<file path="src/rtl/jedro_1_ifu_pkg.sv">
// Shared constants and types for the jedro_1 instruction fetch unit.
// Defines data width, prefetch depth, boot address default, IFU states and the {addr,data} entry.
package jedro_1_ifu_pkg;

  localparam int          DATA_WIDTH        = 32;
  localparam int          FIFO_DEPTH        = 2;
  localparam logic [31:0] DEFAULT_BOOT_ADDR = 32'h0000_0000;

  typedef enum logic {
    RUN  = 1'b0,
    TRAP = 1'b1
  } ifu_state_e;

  typedef struct packed {
    logic [DATA_WIDTH-1:0] addr;
    logic [DATA_WIDTH-1:0] data;
  } fetch_entry_t;

endpackage

</file>
<file path="src/rtl/jedro_1_ifu_fifo.sv">
// Two-entry prefetch buffer of {addr,data}; push lands next edge, head read straight from storage.
// No internal backpressure: the caller's credit accounting guarantees a push never meets a full buffer.
module jedro_1_ifu_fifo
  import jedro_1_ifu_pkg::*;
(
  input  logic         clk,
  input  logic         rst,
  input  logic         push,
  input  logic         pop,
  input  logic         flush,
  input  fetch_entry_t wdata,
  output fetch_entry_t rdata,
  output logic [1:0]   count
);

  fetch_entry_t mem [FIFO_DEPTH];
  logic         wptr;
  logic         rptr;

  always_ff @(posedge clk) begin
    if (rst) begin
      mem[0] <= '0;
      mem[1] <= '0;
      wptr   <= 1'b0;
      rptr   <= 1'b0;
      count  <= 2'd0;
    end else if (flush) begin
      wptr  <= 1'b0;
      rptr  <= 1'b0;
      count <= 2'd0;
    end else begin
      if (push) begin
        mem[wptr] <= wdata;
        wptr      <= ~wptr;
      end
      if (pop) rptr <= ~rptr;
      case ({push, pop})
        2'b10:   count <= count + 2'd1;
        2'b01:   count <= count - 2'd1;
        default: count <= count;
      endcase
    end
  end

  assign rdata = mem[rptr];

  always_ff @(posedge clk) begin
    if (!rst && !flush) begin
      assert (!(push && !pop && count == 2'(FIFO_DEPTH)));
      assert (!(pop && count == 2'd0));
    end
  end

endmodule

</file>
<file path="src/rtl/jedro_1_ifu.sv">
// jedro_1 fetch unit: credit-limited word fetch into a 2-entry prefetch buffer; rvalid to instr_valid_o is 1 cycle.
// Redirects flush the buffer and drop in-flight words; JEDRO_1_IFU_MISALIGN_TRAP_EN adds a misaligned-target trap.
module jedro_1_ifu
  import jedro_1_ifu_pkg::*;
#(
  parameter logic [31:0] BOOT_ADDR = DEFAULT_BOOT_ADDR
) (
  input  logic                  clk_i,
  input  logic                  rst_i,
  output logic                  imem_req_o,
  output logic [DATA_WIDTH-1:0] imem_addr_o,
  input  logic                  imem_gnt_i,
  input  logic                  imem_rvalid_i,
  input  logic [DATA_WIDTH-1:0] imem_rdata_i,
  input  logic                  jmp_instr_i,
  input  logic [DATA_WIDTH-1:0] jmp_addr_i,
  output logic                  instr_valid_o,
  input  logic                  instr_ready_i,
  output logic [DATA_WIDTH-1:0] instr_rdata_o,
  output logic [DATA_WIDTH-1:0] instr_addr_o
`ifdef JEDRO_1_IFU_MISALIGN_TRAP_EN
  ,output logic                 misaligned_o
`endif
);

  ifu_state_e            state, state_n;
  logic [DATA_WIDTH-1:0] pc;
  logic [DATA_WIDTH-1:0] tgt;
  logic [DATA_WIDTH-1:0] rsp_pc;
  logic [DATA_WIDTH-1:0] jmp_tgt;
  logic                  pend;
  logic                  jmp_pend;
  logic                  jmp_misaligned;
  logic [1:0]            outstanding, out_n;
  logic [1:0]            discard, discard_n;
  logic [1:0]            fifo_count;
  logic [2:0]            in_use;
  logic                  gnt, rsp_ok, push, pop, req_new;
  fetch_entry_t          wentry, head;

  assign jmp_tgt = jmp_addr_i & 32'hFFFF_FFFC;
`ifdef JEDRO_1_IFU_MISALIGN_TRAP_EN
  assign jmp_misaligned = jmp_addr_i[1:0] != 2'b00;
  assign misaligned_o   = state == TRAP;
`else
  assign jmp_misaligned = 1'b0;
`endif

  always_ff @(posedge clk_i) begin
    if (rst_i) state <= RUN;
    else       state <= state_n;
  end

  always_comb begin
    state_n = state;
    if (jmp_instr_i) state_n = jmp_misaligned ? TRAP : RUN;
  end

  // A word being consumed this cycle already frees its slot, which keeps zero-wait memory at full rate.
  assign pop     = instr_valid_o && instr_ready_i && !jmp_instr_i;
  assign in_use  = {1'b0, fifo_count} + {1'b0, outstanding} - {2'b00, pop};
  assign req_new = (state == RUN) && !jmp_pend && (in_use < 3'd2);

  assign imem_req_o  = !rst_i && (pend || req_new);
  assign imem_addr_o = pc;
  assign gnt         = imem_req_o && imem_gnt_i;

  // Stray responses (nothing outstanding) and stale ones (discard pending) never reach the buffer.
  assign rsp_ok = imem_rvalid_i && (discard == 2'd0) && (outstanding != 2'd0);
  assign push   = rsp_ok && !jmp_instr_i;
  assign out_n  = outstanding + {1'b0, gnt} - {1'b0, imem_rvalid_i && (outstanding != 2'd0)};

  always_comb begin
    discard_n = discard;
    if (jmp_instr_i) begin
      discard_n = out_n;
    end else begin
      if (imem_rvalid_i && discard != 2'd0) discard_n = discard_n - 2'd1;
      if (gnt && jmp_pend)                  discard_n = discard_n + 2'd1;
    end
  end

  always_ff @(posedge clk_i) begin
    if (rst_i) begin
      pc          <= BOOT_ADDR;
      tgt         <= BOOT_ADDR;
      rsp_pc      <= BOOT_ADDR;
      pend        <= 1'b0;
      jmp_pend    <= 1'b0;
      outstanding <= 2'd0;
      discard     <= 2'd0;
    end else begin
      outstanding <= out_n;
      discard     <= discard_n;
      pend        <= imem_req_o && !imem_gnt_i;
      // An ungranted request must stay on the bus; the redirect target waits in tgt until it is granted.
      if (jmp_instr_i && imem_req_o && !imem_gnt_i) begin
        jmp_pend <= 1'b1;
        tgt      <= jmp_tgt;
      end else if (jmp_instr_i) begin
        pc       <= jmp_tgt;
        jmp_pend <= 1'b0;
      end else if (gnt && jmp_pend) begin
        pc       <= tgt;
        jmp_pend <= 1'b0;
      end else if (gnt) begin
        pc <= pc + 32'd4;
      end
      if (jmp_instr_i) rsp_pc <= jmp_tgt;
      else if (push)   rsp_pc <= rsp_pc + 32'd4;
    end
  end

  assign wentry.addr = rsp_pc;
  assign wentry.data = imem_rdata_i;

  jedro_1_ifu_fifo u_fifo (
    .clk   (clk_i),
    .rst   (rst_i),
    .push  (push),
    .pop   (pop),
    .flush (jmp_instr_i),
    .wdata (wentry),
    .rdata (head),
    .count (fifo_count)
  );

  assign instr_valid_o = (fifo_count != 2'd0) && (state == RUN);
  assign instr_rdata_o = head.data;
  assign instr_addr_o  = head.addr;

endmodule

</file>
<file path="config.mk">
export PLATFORM = sky130hd
export DESIGN_NAME = jedro_1_ifu
export DESIGN_NICKNAME = d
export VERILOG_FILES = /design/src/rtl/jedro_1_ifu_pkg.sv /design/src/rtl/jedro_1_ifu_fifo.sv /design/src/rtl/jedro_1_ifu.sv
export SDC_FILE = /design/constraint.sdc
export NUM_CORES = 1
export LEC_CHECK = 0
export CORE_AREA = 10 10 189 191
export CTS_CLUSTER_DIAMETER = 100
export DETAILED_ROUTE_END_ITERATION = 12
export DIE_AREA = 0 0 199 201
export PLACE_DENSITY = 0.65
export SLEW_MARGIN = 20
export SYNTH_ARGS = -nofsm -noshare
export SYNTH_HDL_FRONTEND = slang
export SYNTH_SLANG_ARGS = --single-unit
</file>
<file path="constraint.sdc">
create_clock -name clk_i -period 17.8 [get_ports clk_i]
set_input_delay 3.56 -clock clk_i [delete_from_list [all_inputs] [get_ports clk_i]]
set_output_delay 3.56 -clock clk_i [all_outputs]
set_load 0.05 [all_outputs]
</file>
==> metrics.md <==
| Metric | Value |
|---|---|
| Worst hold path type | `reg2reg` |
| Sequential share of power | `about two fifths` |
| I/O Buffers | `between 150 and 200` |
| Core Footprint | `around 0.032 mm^2` |
| Int Pwr | `~1.1 mW` |
| Antenna violations before repair | `0` |
| CTS max path bufs | `3` |
| RSZ-0062 raised after global routing | `false` |
| Largest fanout on the critical path | `70` |
| Mean Syn Cell Area | `10.3 um^2` |
| Max cap viols | `0` |
| Drt pass-1 iters | `5` |
| Clock Skew | `20.2 ps` |
| Die height | `approximately 200 um` |
| Final Setup Violations | `0` |
| Total negative slack | `0 ps` |
| Final WL | `roughly 30,000 um` |
| Gate power share | `about a quarter` |
| Worst Hold Slack | `around 450 ps` |
| #FFs+latches synth | `roughly 230` |
| CTS tree | `built` |
| Kind of critical path | `in2out` |
| Detailed placement HPWL | `about 20,000 um` |
| Placer Congestion | `0.831` |
| DR iter-0 viols | `between 600 and 700` |
| Number of synthesized flops with an enable pin | `roughly 120` |
| Max Slew Vio Count | `0` |
| Vias in the first global route | `8,135` |
| Switching share of power | `a little under a third` |
| Total gr overflow | `0` |
| Syn. warnings | `0` |
| Clk_lat worst skew | `between 500 and 600 ps` |
| Die width | `between 150 and 200 um` |
| Crit path cell chain | `buf_2 -> buf_4 -> nor2_1 -> ha_1 -> nand2b_1 -> fa_1 -> inv_2 -> o41ai_4 -> clkdlybuf4s50_1` |
| Design Area, Final | `0.0138 mm^2` |
| Number of clock sinks | `225` |
| CP endpoint kind | `primary output` |
| Outcome | `complete, no violations` |
| First-pass GRT wire length | `around 47,000 um` |
| Sequential share of the synthesized area | `52.4%` |
| CP top delay family | `buffers and inverters` |
| Final Cycle Share | `about three fifths` |
| Peak Freq | `roughly 94 MHz` |
| GRT Resource Usage Total | `14.6%` |
| Clock transition at the registers of the reported paths | `around 50 ps` |
| CTS buffer count | `26` |
| Pwr Density | `113 mW/mm^2` |
| Leakage | `4.88 nW` |
| Reg2reg end | `discard[1]` |
| Unique cell type count in the Yosys netlist | `73` |
| P&R area growth vs syn | `25.7%` |
| Share of cells above drive strength 1 | `approximately an eighth` |
| Max rail drop VDD | `0.0724 mV` |
| Final hold viol count | `0` |
| Instance count on the critical path | `9` |
| Die Area | `0.0400 mm^2` |
| CTS resizes | `0` |
| CP required | `between 10,000 and 15,000 ps` |
| Cell count after synthesis | `about 1,100` |
| Via Count | `between 8,000 and 9,000` |
| DR WL/cell | `between 15 and 20 um` |
| Synth Cell Area | `about 0.011 mm^2` |
| Area after DPL | `0.0129 mm^2` |
| Post-layout util | `between 40 and 50%` |
| Worst Hold Path Cells | `2` |
| Vias per cell | `5.18` |
| Reg2Reg Depth | `18` |
| Ys async rst share | `0%` |
| Commonest non-fill, non-tap cell in the layout | `clkdlybuf4s50_1` |
| Htree depth | `1` |
| Buf/Inv on CP | `4` |
| Largest net degree at the start of global routing | `71` |
| Clock power share | `around a third` |
| Most used DFF post-synth | `edfxtp_1` |
| Worst path slowest cell | `clkdlybuf4s50_1` |
| Arrival time worst endpoint | `between 7000 and 8000 ps` |
| Final min period | `about 11,000 ps` |
| # IOs | `roughly 170` |
| Crit path largest cell delay | `approximately 1000 ps` |
| Slew margin rel. | `41.6%` |
| Routed Antenna Nets | `0` |
| Worst-margin pin slew | `just under 900 ps` |
| End point of the critical path | `imem_req_o` |
| CP startpoint kind | `input port` |
| CTS root buf | `clkbuf_16` |
| # rows | `66` |
| N_diodes | `0` |
| Critical path launch point | `jmp_instr_i` |
| Initial Utilization | `approximately a third` |
| Highest-count cells in the layout ignoring fill and taps | `159 x clkdlybuf4s50_1, 126 x and2_1, 124 x edfxtp_1` |
| Psw | `498 uW` |
| Nets | `1,275` |
| Reg-to-reg critical path startpoint | `u_fifo.count[0]` |
| Register-to-register setup slack | `around 14,000 ps` |
| Post-CTS Setup Repair Bufs | `0` |
| Remaining DRCs | `0` |
| Hold-fix buffers, CTS | `0` |
[sequential cells by signal (all words and copies together), names as in the netlist, named ones only]
name	cells
discard	2
imem_addr_o	30
jmp_pend	1
outstanding	2
pend	1
rsp_pc	30
tgt	30
u_fifo.count	2
u_fifo.mem	124
u_fifo.rptr	1
u_fifo.wptr	1
[worst min-delay path by stage]
stage	start	end	slack [ps]
global route	tgt[11]	tgt[11]	460
global placement	tgt[19]	tgt[19]	440
finish	tgt[11]	tgt[11]	450
floorplan	tgt[19]	tgt[19]	430
detailed placement	tgt[16]	tgt[16]	450
CTS	tgt[16]	tgt[16]	450
[cells by family (layout without fill, tap and decap cells)]
family                     Yosys count  in the layout  share of synthesized area (%)
buffers and inverters               90            240                           3.43
muxes                               68             68                           6.96
other                                1              4                         0.0342
xor gates and xnor gates            46             46                           3.67
and+or+nand+nor                    444            444                           21.8
AOI/OAI and AO/OA                  180            180                           10.6
DFF                                225            225                           52.4
adders and majority gates            9              9                           1.10
[power by group through the flow]
stage          logic (mW)  registers [mW]  clock network [mW]
2_1_floorplan       0.221           0.683                   0
3_3_place_gp        0.370           0.650                   0
3_5_place_dp        0.374           0.652                   0
4_1_cts             0.376           0.642               0.556
5_1_grt             0.403           0.649               0.573
6_report            0.373           0.642               0.544
[per-stage QoR]
| stage | power (mW) | worst slack, ps | instances |
|---|---|---|---|
| after floorplan | 0.904 | 7910 | 1066 |
| after global placement | 1.02 | 7210 | 1576 |
| after detailed placement | 1.03 | 7200 | 1576 |
| after CTS | 1.57 | 7170 | 1624 |
| after global routing | 1.63 | 6960 | 1624 |
| final | 1.56 | 7130 | 1624 |
[routing by layer]
metal	part of all wire, %	vias to the layer above	track usage (%)
met2	45	285	22.1
met4	1.7	0	3.27
li1	-	4060	-
met3	7.9	40	3.70
met1	46	4030	20.3
met5	0	-	0
[synthesized netlist by cell type, types with 3 or more instances]
cell        n  area [um^2]
xor2_1     12          105
nor3_1     22          110
clkbuf_1   51          191
and2_1    126          788
a31oi_1     9         56.3
nor4_1     15         93.8
edfxtp_1  124         3720
a21o_1      4         30.0
buf_1       5         18.8
nand4_1    21          131
a311oi_1    6         52.6
nand3_1    25          125
and3_1      8         50.1
mux2i_1     5         50.1
o21ai_1     6         30.0
o21ai_0    30          150
buf_2      10         50.1
o31ai_1     3         22.5
nor2_1     61          229
o211ai_1    3         22.5
or3_1       4         25.0
a21oi_1    67          335
buf_4       5         37.5
and4_1      5         43.8
ha_1        8          100
or4_1       5         37.5
nand2_1   123          462
a211oi_1   24          180
dfxtp_1   101         2020
inv_1      16         60.1
xnor2_1    34          298
nand2b_1    8         50.1
mux2_2     62          698
nor2b_1     3         18.8
[area by class of cell]
cell class	instances	area, um^2
Clock buffer	36	728
Clock inverter	12	151
Fill cell	3090	18300
Inverter	18	67.6
Multi-Input combinational cell	751	4880
Sequential cell	225	5750
Tap cell	408	510
Timing Repair Buffer	174	1700
[worst min-delay path, cell delays in order (launching register included)]
cell and delay (ps):
dfxtp_1 300, nand2_1 50, a21oi_1 50
Note: power is estimated with default switching activity, not from simulation.
